File: src/rtl/fetch_pkg.sv
// Shared types and constants for the fetch-stage controller and its instruction buffer.
package fetch_pkg;

    localparam logic [31:0] NOP             = 32'h0000_0000;
    localparam int          FETCH_BUF_DEPTH = 2;

    typedef struct packed {
        logic [31:0] pc;
        logic [31:0] inst;
    } fetch_entry_t;

    typedef enum logic [1:0] {
        S_REQ   = 2'd0,
        S_WAIT  = 2'd1,
        S_FLUSH = 2'd2
    } fetch_state_e;

endpackage

File: src/rtl/fetch_buf.sv
// Two-entry FIFO of {pc, inst} between the I-cache response and Decode.
module fetch_buf
    import fetch_pkg::*;
(
    input  logic         clk_i,
    input  logic         rst_i,
    input  logic         i_push,
    input  fetch_entry_t i_push_data,
    input  logic         i_pop,
    input  logic         i_flush,
    output logic [1:0]   o_count,
    output fetch_entry_t o_head
);

    fetch_entry_t r_mem [FETCH_BUF_DEPTH];
    logic         r_rd_ptr;
    logic         r_wr_ptr;
    logic [1:0]   r_count;

    always_ff @(posedge clk_i) begin
        if (rst_i || i_flush) begin
            r_rd_ptr <= 1'b0;
            r_wr_ptr <= 1'b0;
            r_count  <= 2'd0;
        end else begin
            if (i_push) r_wr_ptr <= ~r_wr_ptr;
            if (i_pop)  r_rd_ptr <= ~r_rd_ptr;
            r_count <= r_count + {1'b0, i_push} - {1'b0, i_pop};
        end
    end

    // Storage is data only; pointers alone define validity.
    always_ff @(posedge clk_i) begin
        if (i_push && !i_flush) r_mem[r_wr_ptr] <= i_push_data;
    end

    assign o_count = r_count;
    assign o_head  = (r_count != 2'd0) ? r_mem[r_rd_ptr] : '{pc: 32'h0, inst: NOP};

endmodule

File: src/rtl/fetch_ctrl.sv
// Fetch-stage controller: owns the PC, issues one I-cache request at a time, discards stale responses.
// Optional perf counters enabled by defining FETCH_PERF_CNT_EN.
module fetch_ctrl
    import fetch_pkg::*;
#(
    parameter logic [31:0] RESET_PC = 32'h0000_0000
) (
    input  logic        clk_i,
    input  logic        rst_i,
    input  logic        redir_i,
    input  logic [31:0] redir_pc_i,
    output logic        ic_req_valid_o,
    input  logic        ic_req_ready_i,
    output logic [31:0] ic_req_addr_o,
    input  logic        ic_rsp_valid_i,
    input  logic [31:0] ic_rsp_data_i,
    output logic        inst_valid_o,
    input  logic        inst_ready_i,
    output logic [31:0] inst_o,
    output logic [31:0] inst_pc_o,
    output logic [31:0] perf_fetch_o,
    output logic [31:0] perf_drop_o
);

    fetch_state_e r_state;
    fetch_state_e w_state_nxt;
    logic [31:0]  r_pc;
    logic [31:0]  r_req_pc;
    logic [1:0]   w_count;
    fetch_entry_t w_head;
    logic         w_req_fire;
    logic         w_push;
    logic         w_pop;

    assign ic_req_valid_o = !rst_i && (r_state == S_REQ) && !redir_i
                            && (32'(w_count) < FETCH_BUF_DEPTH);
    assign ic_req_addr_o  = r_pc;
    assign w_req_fire     = ic_req_valid_o && ic_req_ready_i;
    assign w_push         = !rst_i && (r_state == S_WAIT) && ic_rsp_valid_i && !redir_i;

    assign inst_valid_o   = !rst_i && (w_count != 2'd0) && !redir_i;
    assign w_pop          = inst_valid_o && inst_ready_i;
    assign inst_o         = rst_i ? NOP   : w_head.inst;
    assign inst_pc_o      = rst_i ? 32'h0 : w_head.pc;

    // A redirect with a request in flight must wait for the stale response before refetching.
    always_comb begin
        w_state_nxt = r_state;
        case (r_state)
            S_REQ:   if (w_req_fire) w_state_nxt = S_WAIT;
            S_WAIT:  begin
                if (redir_i)             w_state_nxt = ic_rsp_valid_i ? S_REQ : S_FLUSH;
                else if (ic_rsp_valid_i) w_state_nxt = S_REQ;
            end
            S_FLUSH: if (ic_rsp_valid_i) w_state_nxt = S_REQ;
            default: w_state_nxt = S_REQ;
        endcase
    end

    always_ff @(posedge clk_i) begin
        if (rst_i) begin
            r_state <= S_REQ;
            r_pc    <= RESET_PC;
        end else begin
            r_state <= w_state_nxt;
            if (redir_i)         r_pc <= redir_pc_i;
            else if (w_req_fire) r_pc <= r_pc + 32'd4;
        end
    end

    always_ff @(posedge clk_i) begin
        if (w_req_fire) r_req_pc <= r_pc;
    end

    fetch_buf u_buf (
        .clk_i       (clk_i),
        .rst_i       (rst_i),
        .i_push      (w_push),
        .i_push_data ('{pc: r_req_pc, inst: ic_rsp_data_i}),
        .i_pop       (w_pop),
        .i_flush     (redir_i),
        .o_count     (w_count),
        .o_head      (w_head)
    );

`ifdef FETCH_PERF_CNT_EN
    logic        w_drop;
    logic [31:0] r_perf_fetch;
    logic [31:0] r_perf_drop;

    assign w_drop = ic_rsp_valid_i && ((r_state == S_FLUSH) || ((r_state == S_WAIT) && redir_i));

    always_ff @(posedge clk_i) begin
        if (rst_i) begin
            r_perf_fetch <= 32'd0;
            r_perf_drop  <= 32'd0;
        end else begin
            if (w_push) r_perf_fetch <= r_perf_fetch + 32'd1;
            if (w_drop) r_perf_drop  <= r_perf_drop + 32'd1;
        end
    end

    assign perf_fetch_o = r_perf_fetch;
    assign perf_drop_o  = r_perf_drop;
`else
    assign perf_fetch_o = 32'd0;
    assign perf_drop_o  = 32'd0;
`endif

endmodule

File: config.mk
export PLATFORM = sky130hd
export DESIGN_NAME = fetch_ctrl
export DESIGN_NICKNAME = d
export VERILOG_FILES = /design/src/rtl/fetch_pkg.sv /design/src/rtl/fetch_buf.sv /design/src/rtl/fetch_ctrl.sv
export SDC_FILE = /design/constraint.sdc
export NUM_CORES = 1
export LEC_CHECK = 0
export ABC_CLOCK_PERIOD_IN_PS = 5300
export BUFFER_PORTS_ARGS = -buffer_cell sky130_fd_sc_hd__buf_2
export CORE_UTILIZATION = 52
export DETAILED_ROUTE_END_ITERATION = 16
export HOLD_SLACK_MARGIN = 0.1
export PLACE_DENSITY = 0.83
export SLEW_MARGIN = 20
export SYNTH_ARGS = -nofsm -noshare
export SYNTH_HDL_FRONTEND = slang
export SYNTH_SLANG_ARGS = --single-unit
export TNS_END_PERCENT = 10
File: constraint.sdc
create_clock -name clk_i -period 5.3 [get_ports clk_i]
set_input_delay 0.53 -clock clk_i [delete_from_list [all_inputs] [get_ports clk_i]]
set_output_delay 0.53 -clock clk_i [all_outputs]
set_load 0.05 [all_outputs]
==> out/results.ini, run 1 <==
[global_routing]
antenna_found_initial = 1
grt_overflow = 0
grt_max_degree = 65
grt_pass1_vias = 4851
grt_use_total_pct = 20.6
grt_first_pass_wirelength_microns = 24900

[die]
die_h_microns = 128
die-area_sq_mm = 0.0165
boundaryPins = 232
die_w_microns = 128
start_util_pct = 54.0
core_area_sq_mm = 0.0154
row_count = 45

[timing]
skew_ns = 0.00673
period_needed_ns = 2.94
slew_headroom_pct = 35.7
tns_ns = 0
period_share_pct = 55.5
fmax_ghz = 0.340
worst_pin_slew_ns = 0.956
hold_violations = 0
setup_viol = 0
rsz0062_at_grt = false
drv_slew = 0

[clocking]
clk_latency_ns = 0.43
cts-hold-fix-buffers = 0
clock_path_buffers = 2
cts.sinks = 199
cts_resized = 0
cts_tree = yes
cts_buffers = 17
cts-root-buf = clkbuf_16
cts_setup_buffers = 0
clk_pin_slew_ns = 0.07
cts_max_level = 4

[synth]
synth-seq-cells = 199
syn_area_sq_mm = 0.00830
synth_cell_types = 41
syn_avg_cell_area_sq_um = 13.4
synth_cells = 622
synth_seq_area_share_pct = 67.3
synth_warnings = 0

[power_and_ir_drop]
leakage_uw = 0.00373
vdd_drop_max_mv = 0.285
internal-power_uw = 2560
seqPwrFrac_pct = 51.8
pwr-share-clk_pct = 40.0
finalPower_uw = 3360
p_per_area_mw_per_mm2 = 343
p_sw_uw = 807
p_sw_share_pct = 24.0
power_frac_comb_pct = 8.2

[worst_setup_path]
startpoint_type = primary input
end_kind = output port
rr_startpoint = r_state[0]
reg2reg_depth = 5
crit_arrival_ns = 2.41
cp_data_required_time_ns = 4.77
critical_path_class = primary input to output port
r2r_end = ic_req_addr_o[27]
reg2reg_slack_ns = 2.60
worstPathMaxFanout = 53

[flow_run]
maxCapViolations = 0

[route]
vias = 5221
dr.pass1.iters = 5
drt-total-wl_microns = 16500
final_antenna_net_count = 0
routed_via_density = 5.15
drt-initial-drc-count = 390
wire_per_inst_microns = 16.3
route.detailed.drc = 0

[min_path]
worstHoldEndpoint = u_buf.r_mem[0][4]
whs_path_depth = 1
hp-class = primary input to flop
min-delay-start = ic_rsp_data_i[4]

[run_status]
status = finished clean

[place]
gp_congestion = 0.797
dp.final_hpwl_microns = 11100
portBuffers = 167

[layout]
drive_above_1_share_pct = 27.4
antennaDiodeCount = 0
area_delta_synth_final_pct = 18.0
fin_nets = 863

## cell usage after synthesis (all sizes together)
cell type,count,share of area (%)
nor4,6,0.71
and4,1,0.11
nand3,17,1.2
ha,3,0.45
nand3b,1,0.090
and3,7,0.56
nand2,22,0.99
or4b,1,0.12
nand4b,1,0.11
clkbuf,19,0.98
edfxtp,160,58
a31oi,4,0.30
inv,8,0.36
o21ai,2,0.12
conb,1,0.045
a22oi,1,0.090
nand4,12,0.90
mux2i,70,8.4
or2,2,0.15
nor3,7,0.42
and2,1,0.075
dfxtp,39,9.4
o211ai,2,0.18
o22ai,2,0.15
nor2,100,4.5
o21bai,2,0.18
a21oi,14,0.84
nor4b,1,0.11
or3,3,0.23
buf,72,6.2
a211oi,15,1.4
a31o,1,0.11
xor2,15,1.6
xnor2,10,1.1
## state kept, by name, indices dropped and copies added (netlist names), named ones only
| name | flops |
|---|---|
| ic_req_addr_o | 32 |
| r_state | 2 |
| r_req_pc | 32 |
| u_buf.o_count | 2 |
| u_buf.r_rd_ptr | 1 |
| u_buf.r_mem | 128 |
| u_buf.r_wr_ptr | 1 |
## critical path, cell delays in order
cell      delay (ns)
buf_2           0.54
o21bai_4        0.37
buf_4           0.53
nor2_1          0.14
buf_2           0.25
## layout by cell type (no fill, tap or decap), types with 15 or more instances in the layout
cell / synthesis / final
a211oi_1: 15 / 15
buf_2: 0 / 167
clkbuf_16: 0 / 17
nor2_1: 100 / 98
nand2_1: 22 / 22
conb_1: 1 / 64
mux2i_1: 70 / 70
nand3_1: 16 / 16
edfxtp_1: 160 / 160
xor2_1: 15 / 15
dfxtp_1: 39 / 38
## metrics by stage
| step | area (sq um) | hold slack (ns) | utilization (%) | setup slack [ns] | cells |
|---|---|---|---|---|---|
| CTS | 9770 | 0.268 | 63.6 | 2.32 | 1013 |
| global route | 9800 | 0.265 | 63.8 | 2.22 | 1014 |
| floorplan | 8540 | 0.421 | - | 0.737 | 685 |
| finish | 9800 | 0.285 | 63.8 | 2.36 | 1014 |
| global placement | 9150 | 0.423 | 59.5 | 2.21 | 981 |
| detailed placement | 9150 | 0.429 | 59.5 | 2.13 | 981 |
## power by group through the flow
stage	Combinational [uW]	Clock, uW	Sequential [uW]
2_1_floorplan	195	0	1820
6_report	275	1350	1740
5_1_grt	289	1420	1750
3_3_place_gp	271	0	1770
4_1_cts	275	1370	1740
3_5_place_dp	274	0	1780
## how the worst max path moves through the flow
| stage | start | cells past startpoint | slack (ns) | to |
|---|---|---|---|---|
| final | rst_i | 5 | 2.36 | inst_pc_o[9] |
| after global routing | rst_i | 5 | 2.22 | inst_pc_o[9] |
| after CTS | rst_i | 5 | 2.32 | inst_pc_o[9] |
| after detailed placement | rst_i | 10 | 2.13 | u_buf.o_count[1] |
| after global placement | rst_i | 10 | 2.21 | u_buf.o_count[1] |
| after floorplan | rst_i | 6 | 0.74 | u_buf.r_mem[0][0] |
## kinds of logic after synthesis
kind of cell	synth area share, %
XOR/XNOR	2.64
other	0.0452
multiplexers	8.44
flip-flops	67.3
adder cells (fa/ha/maj)	0.452
AO/OA/AOI/OAI	3.33
buffers and inverters	7.58
AND/OR/NAND/NOR	10.3
## final cells by class
class                           instances  area (sq um)
Multi-Input combinational cell        387          2360
Clock buffer                           17           425
Clock inverter                         15           201
Tap cell                              211           264
Fill cell                            1174          5570
Timing Repair Buffer                  177           931
Inverter                                8          30.0
Sequential cell                       199          5590
## layer usage
layer	global-route usage, %	up-vias	part of all wire [%]
met5	0	-	0.055
met2	33.7	261	48
met1	26.0	2463	43
li1	-	2461	-
met3	4.91	34	7.2
met4	9.48	2	2.4
Power figures use the tool's default switching activity.
==> run 2, diff against run 1 <==
ABC_AREA = 1   (was default)
ABC_CLOCK_PERIOD_IN_PS = 2700   (was 5300)
CORE_UTILIZATION = 48   (was 52)
PLACE_DENSITY = 0.79   (was 0.83)
clock period = 2.7 ns   (was 5.3 ns; I/O delays follow)
==> run 2 against run 1 <==
- critical path depth rose by 1
- core utilization fell by 5.0 points
- via count rose by 18%
- final cell count grew 29%
==> out/results.ini, run 2 <==
[die]
die_w_microns = 140
die-area_sq_mm = 0.0196
start_util_pct = 48.9
row_count = 50
die_h_microns = 140
core_area_sq_mm = 0.0187
boundaryPins = 232

[clocking]
cts.sinks = 199
cts_resized = 0
cts-root-buf = clkbuf_16
cts_buffers = 17
clk_pin_slew_ns = 0.07
cts_tree = yes
clock_path_buffers = 2
cts-hold-fix-buffers = 35
cts_setup_buffers = 0
clk_latency_ns = 0.42
cts_max_level = 4

[power_and_ir_drop]
leakage_uw = 0.00487
vdd_drop_max_mv = 0.406
p_per_area_mw_per_mm2 = 607

[flow_run]
maxCapViolations = 0

[synth]
synth_edf_count = 160
synth-seq-cells = 199
synthTopCellsByArea = edfxtp_1 (53%), dfxtp_1 (8.5%), mux2_2 (7.9%), nand2_1 (7.6%), buf_4 (5.5%)
ys.flop_type = edfxtp_1
synth_warnings = 0
synth_area_leader_cell = edfxtp_1
synth_seq_area_share_pct = 61.0
synth_top_area_share_pct = 52.5
synth_cell_types = 32
synthMostInstantiatedCell = nand2_1
synth-async-reset-ratio_pct = 0
syn_avg_cell_area_sq_um = 10.7
synthTopCellsByCount = nand2_1 (185), edfxtp_1 (160), inv_1 (129)
syn_area_sq_mm = 0.00915
synth_cells = 853

[global_routing]
grt_max_degree = 65
grt_use_total_pct = 19.9
grt_first_pass_wirelength_microns = 30300
grt_overflow = 0
grt_pass1_vias = 6140
antenna_found_initial = 0

[route]
drt-initial-drc-count = 378
route.detailed.drc = 0
dr_wl_met3_microns = 807
met1_length_microns = 8250
dr.pass1.iters = 5
wl_met2_microns = 9710
drt-total-wl_microns = 19000
vias = 6185
routed.top_layer = met4
routed_via_density = 4.74
wire_per_inst_microns = 14.6
final_antenna_net_count = 0

[layout]
regMostFlops = u_buf.r_mem
antennaDiodeCount = 0
fin_nets = 1130
drive_above_1_share_pct = 27.0
final_cell_mix = nand2_1 (185), buf_2 (167), edfxtp_1 (160)
fin_cells = 1304
mostFrequentLayoutCell = nand2_1
largest_reg_flops = 128
post-route-util_pct = 58.7
area_delta_synth_final_pct = 20.1

[worst_setup_path]
critical_path_class = flop to output port
crit_arrival_ns = 2.13
startpoint_type = flop
cp_data_required_time_ns = 2.43
end_kind = output port
worstPathMaxFanout = 34

[timing]
hold_violations = 0
slew_headroom_pct = 53.8
drv_slew = 0
rsz0062_at_grt = false
period_needed_ns = 2.40
period_share_pct = 89.0
worst_pin_slew_ns = 0.693
setup_viol = 0
fmax_ghz = 0.416
skew_ns = 0.0110

[run_status]
status = finished clean

[place]
dp.final_hpwl_microns = 12400
portBuffers = 167
placed_cells = 1237
gp_congestion = 0.861

[min_path]
hp-class = primary input to flop

-- run 2: power by group --
group	leakage, uW	total, uW	switching [uW]	internal [uW]
combinational	0.00281	621	472	149
sequential	0.00177	3430	66.5	3360
clock	0.000292	2630	1080	1550
-- run 2: critical path, cell delays in order (launching register included) --
cell and delay (ns):
dfxtp_1 0.39, o21ai_2 0.10, inv_2 0.49, buf_12 0.27, nand2_1 0.10, inv_1 0.07, buf_2 0.25
-- run 2: cell families after synthesis --
kind of cell	count (synthesis)	synth area share [%]
DFF	199	61.0
muxes	64	7.88
buffers and inverters	218	12.2
and+or+nand+nor	295	14.0
xor gates and xnor gates	8	0.766
adders and majority gates	3	0.410
AOI/OAI and AO/OA	65	3.68
other	1	0.0410
-- run 2: worst paths after layout --
path	from	to	slack, ns	depth (start not counted)
hold / removal	redir_pc_i[3]	ic_req_addr_o[3]	0.13	3
setup reg to reg	r_state[0]	u_buf.o_count[1]	0.86	6
setup / recovery	u_buf.o_count[1]	inst_pc_o[16]	0.30	6
hold reg to reg	r_req_pc[23]	u_buf.r_mem[0][55]	0.44	0
-- run 2: layer usage --
layer,global-route usage (%),vias up
met5,0,-
met4,5.44,0
met3,4.27,16
met2,35.9,174
met1,23.9,2928
li1,-,3067
-- run 2: cell type report --
type | instances | area [sq um]
tap | 234 | 293
sequential | 199 | 5590
multi-input combinational | 499 | 2700
timing repair buffer | 210 | 1310
inverter | 130 | 488
clock inverter | 13 | 179
fill | 1554 | 7720
clock buffer | 19 | 433
-- run 2: per-stage QoR --
step                power [uW]  hold WS [ns]  area, sq um  TNS [ns]  setup WS [ns]
finish                    6670         0.132        11000         0          0.298
global route              6890         0.130        11000         0          0.115
CTS                       6720         0.113        11000         0          0.258
detailed placement        4070         0.430        10000         0          0.467
global placement          4060         0.422        10000         0          0.534
floorplan                 3990         0.349         9390    -22.80         -0.178
